<file path="src/rtl/memsplit_xbar_pkg.sv">
// Shared types and helpers for the memsplit_xbar interconnect.
// Optional internal error slave is enabled by MEMSPLIT_XBAR_ERRSLV_EN.
package memsplit_xbar_pkg;

    localparam int MAX_M = 8;

    typedef struct packed {
        logic        we;
        logic [31:0] addr;
        logic [3:0]  be;
        logic [31:0] wdata;
    } memsplit_req_t;

    function automatic int id_width(input int n);
        return (n > 1) ? $clog2(n) : 1;
    endfunction

    function automatic int cnt_width(input int depth);
        return $clog2(depth + 1);
    endfunction

    // Returns {found, index}: first set bit of elig at or after ptr, wrapping at n.
    function automatic logic [3:0] rr_pick(input logic [MAX_M-1:0] elig,
                                           input logic [2:0] ptr,
                                           input int n);
        logic [3:0] r;
        int         idx;
        r = '0;
        for (int i = MAX_M - 1; i >= 0; i--) begin
            if (i < n) begin
                idx = (int'(ptr) + i) % n;
                if (elig[3'(idx)]) r = {1'b1, 3'(idx)};
            end
        end
        return r;
    endfunction

endpackage

</file>
<file path="src/rtl/memsplit_xbar_idfifo.sv">
// Master-ID FIFO recording the order of outstanding reads at one slave.
module memsplit_xbar_idfifo #(
    parameter int ID_W  = 1,
    parameter int DEPTH = 4
) (
    input  logic            clk_i,
    input  logic            rst_i,
    input  logic            push_i,
    input  logic            pop_i,
    input  logic [ID_W-1:0] id_i,
    output logic            full_o,
    output logic            empty_o,
    output logic [ID_W-1:0] head_o
);

    localparam int PTR_W = (DEPTH > 1) ? $clog2(DEPTH) : 1;
    localparam int CNT_W = $clog2(DEPTH + 1);

    logic [ID_W-1:0]  mem [DEPTH];
    logic [PTR_W-1:0] wr_ptr;
    logic [PTR_W-1:0] rd_ptr;
    logic [CNT_W-1:0] count;
    logic             do_push;
    logic             do_pop;

    function automatic logic [PTR_W-1:0] ptr_inc(input logic [PTR_W-1:0] p);
        return (p == PTR_W'(DEPTH - 1)) ? '0 : p + 1'b1;
    endfunction

    assign full_o  = (count == CNT_W'(DEPTH));
    assign empty_o = (count == '0);
    assign do_push = push_i && !full_o;
    assign do_pop  = pop_i && !empty_o;
    assign head_o  = mem[rd_ptr];

    always_ff @(posedge clk_i) begin
        if (do_push) mem[wr_ptr] <= id_i;
    end

    always_ff @(posedge clk_i) begin
        if (rst_i) begin
            wr_ptr <= '0;
            rd_ptr <= '0;
            count  <= '0;
        end else begin
            if (do_push) wr_ptr <= ptr_inc(wr_ptr);
            if (do_pop)  rd_ptr <= ptr_inc(rd_ptr);
            count <= count + CNT_W'(do_push) - CNT_W'(do_pop);
        end
    end

endmodule

</file>
<file path="src/rtl/memsplit_xbar.sv">
// NUM_M x NUM_S MemSplit32 crossbar: per-slave round-robin, in-order read responses.
// Define MEMSPLIT_XBAR_ERRSLV_EN to add an internal error slave for unmapped accesses.
module memsplit_xbar
    import memsplit_xbar_pkg::*;
#(
    parameter int                     NUM_M      = 2,
    parameter int                     NUM_S      = 2,
    parameter int                     RESP_DEPTH = 4,
    parameter logic [0:NUM_S-1][31:0] S_BASE     = {32'h0000_0000, 32'h8000_0000},
    parameter logic [0:NUM_S-1][31:0] S_MASK     = {32'h8000_0000, 32'h8000_0000},
    parameter logic [31:0]            ERR_RDATA  = 32'hDEAD_BEEF
) (
    input  logic                 clk_i,
    input  logic                 rst_i,
    input  logic [NUM_M-1:0]     m_req_i,
    input  logic [NUM_M-1:0]     m_we_i,
    input  logic [NUM_M*32-1:0]  m_addr_bi,
    input  logic [NUM_M*4-1:0]   m_be_bi,
    input  logic [NUM_M*32-1:0]  m_wdata_bi,
    output logic [NUM_M-1:0]     m_ack_o,
    output logic [NUM_M-1:0]     m_resp_o,
    output logic [NUM_M*32-1:0]  m_rdata_bo,
    output logic [NUM_S-1:0]     s_req_o,
    output logic [NUM_S-1:0]     s_we_o,
    output logic [NUM_S*32-1:0]  s_addr_bo,
    output logic [NUM_S*4-1:0]   s_be_bo,
    output logic [NUM_S*32-1:0]  s_wdata_bo,
    input  logic [NUM_S-1:0]     s_ack_i,
    input  logic [NUM_S-1:0]     s_resp_i,
    input  logic [NUM_S*32-1:0]  s_rdata_bi,
    output logic                 err_o
);

`ifdef MEMSPLIT_XBAR_ERRSLV_EN
    localparam int ERR_EN = 1;
`else
    localparam int ERR_EN = 0;
`endif
    localparam int NT       = NUM_S + ERR_EN;
    localparam int MISS_SLV = (ERR_EN != 0) ? NUM_S : NUM_S - 1;
    localparam int MID_W    = id_width(NUM_M);
    localparam int SID_W    = id_width(NT);
    localparam int CNT_W    = cnt_width(RESP_DEPTH);

    memsplit_req_t    m_pl     [NUM_M];
    logic [SID_W-1:0] dec_sel  [NUM_M];
    logic [CNT_W-1:0] cnt      [NUM_M];
    logic [SID_W-1:0] last_tgt [NUM_M];
    logic [SID_W-1:0] new_tgt  [NUM_M];
    logic [NUM_M-1:0] cnt_inc;
    logic [NUM_M-1:0] cnt_dec;

    logic [NUM_M-1:0] elig     [NT];
    logic [MID_W-1:0] rr_ptr   [NT];
    logic [MID_W-1:0] lock_id  [NT];
    logic [MID_W-1:0] gnt_id   [NT];
    logic [MID_W-1:0] f_head   [NT];
    logic [31:0]      rdata_int[NT];
    logic [NT-1:0]    lock;
    logic [NT-1:0]    gnt_vld;
    logic [NT-1:0]    ack_int;
    logic [NT-1:0]    resp_int;
    logic [NT-1:0]    acked;
    logic [NT-1:0]    acked_rd;
    logic [NT-1:0]    f_full;
    logic [NT-1:0]    f_empty;
    logic [NT-1:0]    f_pop;

`ifdef MEMSPLIT_XBAR_ERRSLV_EN
    logic [NUM_M-1:0] dec_miss;
    logic             err_q;
    logic             err_resp_q;
`else
    logic [31:0]      unused_err_rdata;
    assign unused_err_rdata = ERR_RDATA;
`endif

    for (genvar m = 0; m < NUM_M; m++) begin : g_mst
        assign m_pl[m].we    = m_we_i[m];
        assign m_pl[m].addr  = m_addr_bi[m*32 +: 32];
        assign m_pl[m].be    = m_be_bi[m*4 +: 4];
        assign m_pl[m].wdata = m_wdata_bi[m*32 +: 32];
    end

    // Scan downward so the lowest matching slave index wins.
    always_comb begin
        for (int m = 0; m < NUM_M; m++) begin
            dec_sel[m] = SID_W'(MISS_SLV);
`ifdef MEMSPLIT_XBAR_ERRSLV_EN
            dec_miss[m] = 1'b1;
`endif
            for (int s = NUM_S - 1; s >= 0; s--) begin
                if ((m_addr_bi[m*32 +: 32] & S_MASK[s]) == S_BASE[s]) begin
                    dec_sel[m] = SID_W'(s);
`ifdef MEMSPLIT_XBAR_ERRSLV_EN
                    dec_miss[m] = 1'b0;
`endif
                end
            end
        end
    end

    // A master with reads in flight may only talk to its last read target.
    always_comb begin
        for (int s = 0; s < NT; s++) begin
            for (int m = 0; m < NUM_M; m++) begin
                elig[s][m] = !rst_i && m_req_i[m] && (dec_sel[m] == SID_W'(s))
                    && (m_we_i[m] || (!f_full[s] && (cnt[m] < CNT_W'(RESP_DEPTH))))
                    && ((cnt[m] == '0) || (last_tgt[m] == SID_W'(s)));
            end
        end
    end

    always_comb begin
        logic [3:0] pick;
        for (int s = 0; s < NT; s++) begin
            pick = rr_pick(MAX_M'(elig[s]), 3'(rr_ptr[s]), NUM_M);
            if (lock[s]) begin
                gnt_vld[s] = !rst_i;
                gnt_id[s]  = lock_id[s];
            end else begin
                gnt_vld[s] = pick[3];
                gnt_id[s]  = MID_W'(pick[2:0]);
            end
        end
    end

    always_comb begin
        for (int s = 0; s < NT; s++) begin
            acked[s]    = gnt_vld[s] && ack_int[s];
            acked_rd[s] = acked[s] && !m_pl[gnt_id[s]].we;
            f_pop[s]    = resp_int[s] && !f_empty[s] && !rst_i;
        end
    end

    for (genvar s = 0; s < NUM_S; s++) begin : g_slv
        assign ack_int[s]            = s_ack_i[s];
        assign resp_int[s]           = s_resp_i[s];
        assign rdata_int[s]          = s_rdata_bi[s*32 +: 32];
        assign s_req_o[s]            = gnt_vld[s];
        assign s_we_o[s]             = gnt_vld[s] && m_pl[gnt_id[s]].we;
        assign s_addr_bo[s*32 +: 32] = gnt_vld[s] ? m_pl[gnt_id[s]].addr  : '0;
        assign s_be_bo[s*4 +: 4]     = gnt_vld[s] ? m_pl[gnt_id[s]].be    : '0;
        assign s_wdata_bo[s*32 +: 32]= gnt_vld[s] ? m_pl[gnt_id[s]].wdata : '0;

        always_ff @(posedge clk_i) begin
            if (!rst_i) begin
                assert (!(s_resp_i[s] && f_empty[s]))
                    else $warning("memsplit_xbar: slave %0d response with no outstanding read dropped", s);
            end
        end
    end

`ifdef MEMSPLIT_XBAR_ERRSLV_EN
    assign ack_int[NUM_S]   = gnt_vld[NUM_S];
    assign resp_int[NUM_S]  = err_resp_q;
    assign rdata_int[NUM_S] = ERR_RDATA;

    always_ff @(posedge clk_i) begin
        if (rst_i) begin
            err_q      <= 1'b0;
            err_resp_q <= 1'b0;
        end else begin
            err_resp_q <= acked_rd[NUM_S];
            if (|(m_ack_o & dec_miss)) err_q <= 1'b1;
        end
    end
    assign err_o = err_q;
`else
    assign err_o = 1'b0;
`endif

    for (genvar s = 0; s < NT; s++) begin : g_fifo
        memsplit_xbar_idfifo #(
            .ID_W  (MID_W),
            .DEPTH (RESP_DEPTH)
        ) u_idfifo (
            .clk_i   (clk_i),
            .rst_i   (rst_i),
            .push_i  (acked_rd[s]),
            .pop_i   (f_pop[s]),
            .id_i    (gnt_id[s]),
            .full_o  (f_full[s]),
            .empty_o (f_empty[s]),
            .head_o  (f_head[s])
        );
    end

    always_comb begin
        m_ack_o    = '0;
        m_resp_o   = '0;
        m_rdata_bo = '0;
        cnt_inc    = '0;
        cnt_dec    = '0;
        for (int m = 0; m < NUM_M; m++) new_tgt[m] = last_tgt[m];
        for (int s = 0; s < NT; s++) begin
            if (acked[s]) m_ack_o[gnt_id[s]] = 1'b1;
            if (acked_rd[s]) begin
                cnt_inc[gnt_id[s]] = 1'b1;
                new_tgt[gnt_id[s]] = SID_W'(s);
            end
            if (f_pop[s]) begin
                m_resp_o[f_head[s]]                   = 1'b1;
                m_rdata_bo[32*int'(f_head[s]) +: 32]  = rdata_int[s];
                cnt_dec[f_head[s]]                    = 1'b1;
            end
        end
    end

    always_ff @(posedge clk_i) begin
        if (rst_i) begin
            for (int m = 0; m < NUM_M; m++) begin
                cnt[m]      <= '0;
                last_tgt[m] <= '0;
            end
            for (int s = 0; s < NT; s++) begin
                rr_ptr[s]  <= '0;
                lock_id[s] <= '0;
            end
            lock <= '0;
        end else begin
            for (int m = 0; m < NUM_M; m++) begin
                cnt[m]      <= cnt[m] + CNT_W'(cnt_inc[m]) - CNT_W'(cnt_dec[m]);
                last_tgt[m] <= new_tgt[m];
            end
            // Hold a grant across slave wait states so the payload cannot switch.
            for (int s = 0; s < NT; s++) begin
                if (acked[s]) begin
                    rr_ptr[s] <= (int'(gnt_id[s]) == NUM_M - 1) ? '0 : gnt_id[s] + 1'b1;
                    lock[s]   <= 1'b0;
                end else if (gnt_vld[s]) begin
                    lock[s]    <= 1'b1;
                    lock_id[s] <= gnt_id[s];
                end
            end
        end
    end

endmodule

</file>
<file path="config.mk">
export PLATFORM = sky130hd
export DESIGN_NAME = memsplit_xbar
export DESIGN_NICKNAME = d
export VERILOG_FILES = /design/src/rtl/memsplit_xbar_pkg.sv /design/src/rtl/memsplit_xbar_idfifo.sv /design/src/rtl/memsplit_xbar.sv
export SDC_FILE = /design/constraint.sdc
export NUM_CORES = 1
export LEC_CHECK = 0
export ABC_CLOCK_PERIOD_IN_PS = 4100
export CAP_MARGIN = 10
export CORE_AREA = 2 2 162 164
export DETAILED_ROUTE_END_ITERATION = 12
export DIE_AREA = 0 0 164 166
export PLACE_DENSITY = 0.53
export SYNTH_ARGS = -nofsm -noshare
export SYNTH_HDL_FRONTEND = slang
export SYNTH_SLANG_ARGS = --single-unit
</file>
<file path="constraint.sdc">
create_clock -name clk_i -period 4.1 [get_ports clk_i]
set_clock_uncertainty 0.2 [all_clocks]
set_input_delay 0.82 -clock clk_i [delete_from_list [all_inputs] [get_ports clk_i]]
set_output_delay 0.82 -clock clk_i [all_outputs]
set_load 0.05 [all_outputs]
</file>
==> key figures <==
GRT
  • Initial antenna violation count: 3
  • Vias in the first global route: 7005
  • Largest net degree at the start of global routing: 34
  • First-pass GRT wire length: roughly 40000 µm
  • Total gr overflow: 0
  • GRT Overall Usage: 0.188

Min path
  • Hold WC Path Type: reg2reg
  • Hold Path Origin: g_fifo[0].u_idfifo.rd_ptr[1]

Clock tree
  • CTS tree: yes
  • Worst-Skew Late Latency: around 0.28 ns
  • CTS Buffer Depth: 2
  • Clock-pin slew on the worst setup and hold paths: around 0.050 ns
  • Hold_buf cts: 0
  • H-tree levels: 2
  • Sink Count: 40
  • CTS root buffer: clkbuf_16
  • CTS Buf Count: 5

Yosys
  • Ys flop type: dfxtp_1
  • Mapped cell area: 0.00485 mm²
  • Syn Area/Cell: roughly 6.3 µm²
  • Number of synthesized flops with an enable pin: 12
  • Flop and latch count out of synthesis: 40
  • Yosys warns: 0
  • Yosys cell types: 58
  • Ys async rst share: 0
  • Seq/Total Area, Yosys: 0.190
  • Syn_nets: 1004
  • Mapped Cells: between 700 and 800

Layout
  • Layout area overhead: 121%
  • Layout cells sized above 1: 0.299
  • Final nets: 1429
  • Post-Layout Cell Count: ~1500
  • Final core utilization: 0.419
  • Final Cell Area: 0.0107 mm²
  • Fillers: around 2700

Place
  • Post-DP HPWL: about 22000 µm
  • Port Buf Inserts: 417
  • Final Wtd Congestion: between 0.9 and 1
  • Setup WS pre-CTS: -0.166 ns
  • Placement Cell Area: between 0.01 and 0.015 mm²
  • Placed Cells: 1519

Worst setup path
  • Crit. End Element: output pin
  • CP max FO: 11
  • Crit Reg-Reg Startpoint: cnt[0][4]
  • Crit path required time: just over 3 ns
  • Startpoint Class: input pin
  • Arr. time, crit path: between 3 and 4 ns
  • Critical Path Start: m_req_i[1]
  • Critical path type: in2out

Route
  • TritonRoute pass-1 iters: 4
  • # DRC: 0
  • DR WL/cell: between 15 and 20 µm
  • Via/cell ratio: 4.68
  • DRT Wirelength: around 28000 µm
  • Via count: roughly 7200
  • Antenna viol nets, final: 0
  • DRT iter0 DRCs: ~330

Power and ir drop
  • P per Cell Area: 426 mW/mm²
  • LEAKAGE: roughly 4.7 nW
  • Peak supply drop: around 210 µV

Floorplanning
  • Die H: between 150 and 200 µm
  • Full die area: 0.0272 mm²
  • CORE AREA: approximately 0.026 mm²
  • Initial Util: 0.189
  • Std-Cell Rows: 59
  • Die X: ~160 µm
  • I/O pins: between 400 and 500

STA
  • Slew Viols, Final: 0
  • RSZ-0062 raised after global routing: true
  • Endpoints failing setup: 0
  • F_max: between 200 and 250 MHz
  • WHS: about 0.3 ns
  • Fin. Hold Viols: 0
  • Fin crit share: 0.987
  • Final WS setup: 0.0518 ns
  • Tmin final: a little over 4 ns

Run status
  • Status: completed

Flow run
  • Max Cap Violations: 0
cell usage in the layout, fill, tap and decap left out, types with 3 or more instances in the layout:
master	instances
o21ai_0	7
and2_1	8
dlygate4sd2_1	3
clkdlybuf4s50_1	203
a22o_1	66
inv_1	28
ha_1	18
xor2_1	3
fa_1	4
a21oi_1	86
buf_12	91
nand2b_1	5
dlymetal6s2s_1	3
buf_4	176
clkbuf_16	6
o311a_1	3
nand2_1	287
a21oi_2	55
xnor2_1	5
dfxtp_1	28
edfxtp_1	12
nor3_1	3
and3_1	5
nor2b_1	5
buf_6	5
nor2_1	26
sequential cells by signal (all words and copies together), names as in the netlist, named ones only:
name,cells
g_fifo.u_idfifo.count,6
lock,2
g_fifo.u_idfifo.wr_ptr,4
g_fifo.u_idfifo.rd_ptr,4
lock_id,2
cnt,6
last_tgt,2
rr_ptr,2
g_fifo.u_idfifo.mem,8
power breakdown:
part | internal (mW) | switching (mW) | total [mW]
logic | 1.47 | 2.17 | 3.65
registers | 0.487 | 0.0701 | 0.557
clock network | 0.221 | 0.146 | 0.367
total | 2.18 | 2.39 | 4.57
cells in the mapped netlist (all sizes together), types with 3 or more instances:
library cell,count,area [µm²]
xor2,3,26.3
nor3,3,15.0
nor2,28,105
mux2,3,37.5
and2,11,68.8
nand2,287,1080
and3,5,31.3
edfxtp,12,360
ha,18,225
nand2b,5,31.3
a22o,66,578
a2111oi,3,45.1
o311a,3,30.0
dfxtp,28,561
clkbuf,42,158
inv,30,113
xnor2,5,43.8
a21oi,142,718
nor2b,7,46.3
o21ai,7,35.0
buf,23,130
fa,4,80.1
what timing repair did:
item                       in CTS  in global routing
resized for setup              29                 44
setup endpoints to repair     135                139
setup buffers                   2                  2
gates cloned                    1                  1
pin swaps                       6                 10
routing by layer:
layer	wire (µm)	up-vias	track usage	share of wire
met5	0	-	0	0
met4	621	0	0.0492	0.022
met3	2180	31	0.0367	0.078
met2	14400	347	0.354	0.52
met1	10700	3310	0.214	0.38
li1	-	3489	-	-
metrics by stage:
step                setup TNS (ns)  power (mW)
floorplan                        0        2.50
global placement             -7.62        4.09
detailed placement           -7.70        4.10
CTS                       -0.00528        4.53
global route                -0.489        4.81
finish                           0        4.57
worst paths after layout:
path	end	slack [ns]	cells after the start
max	s_addr_bo[35]	0.05	9
min	flip-flop	0.30	2
max reg2reg	g_fifo[1].u_idfifo.count[2]	0.90	13
min reg2reg	flip-flop	0.30	2
layout make-up:
cell class / count / area, µm² / share of cell area
inverters: 30 / 120 / 0.0112
flip-flops and latches: 40 / 921 / 0.0859
clock inverters: 1 / 5.00 / 0.000467
diodes: 2 / 5.00 / 0.000467
multi-input cells: 637 / 3770 / 0.352
well taps: 335 / 419 / 0.0391
clock buffers: 6 / 129 / 0.0120
repair buffers: 483 / 5350 / 0.499
kinds of logic (layout without fill, tap and decap cells):
logic type / Yosys count / after routing / share of synthesized area
compound gates: 239 / 239 / 0.322
xor+xnor: 8 / 8 / 0.0145
fa+ha+maj: 22 / 22 / 0.0630
buf+inv: 95 / 520 / 0.0826
flops: 40 / 40 / 0.190
mux: 7 / 7 / 0.0212
other cells: 1 / 3 / 0.000774
simple gates: 360 / 360 / 0.306
critical path: stages:
cell	delay, ns
clkdlybuf4s50_1	0.45
nor2b_4	0.17
o2111ai_2	0.15
or3_4	0.39
buf_4	0.16
and2_2	0.25
buf_4	0.22
a21oi_1	0.24
buf_12	0.18
Note: power is estimated with default switching activity, not from simulation.
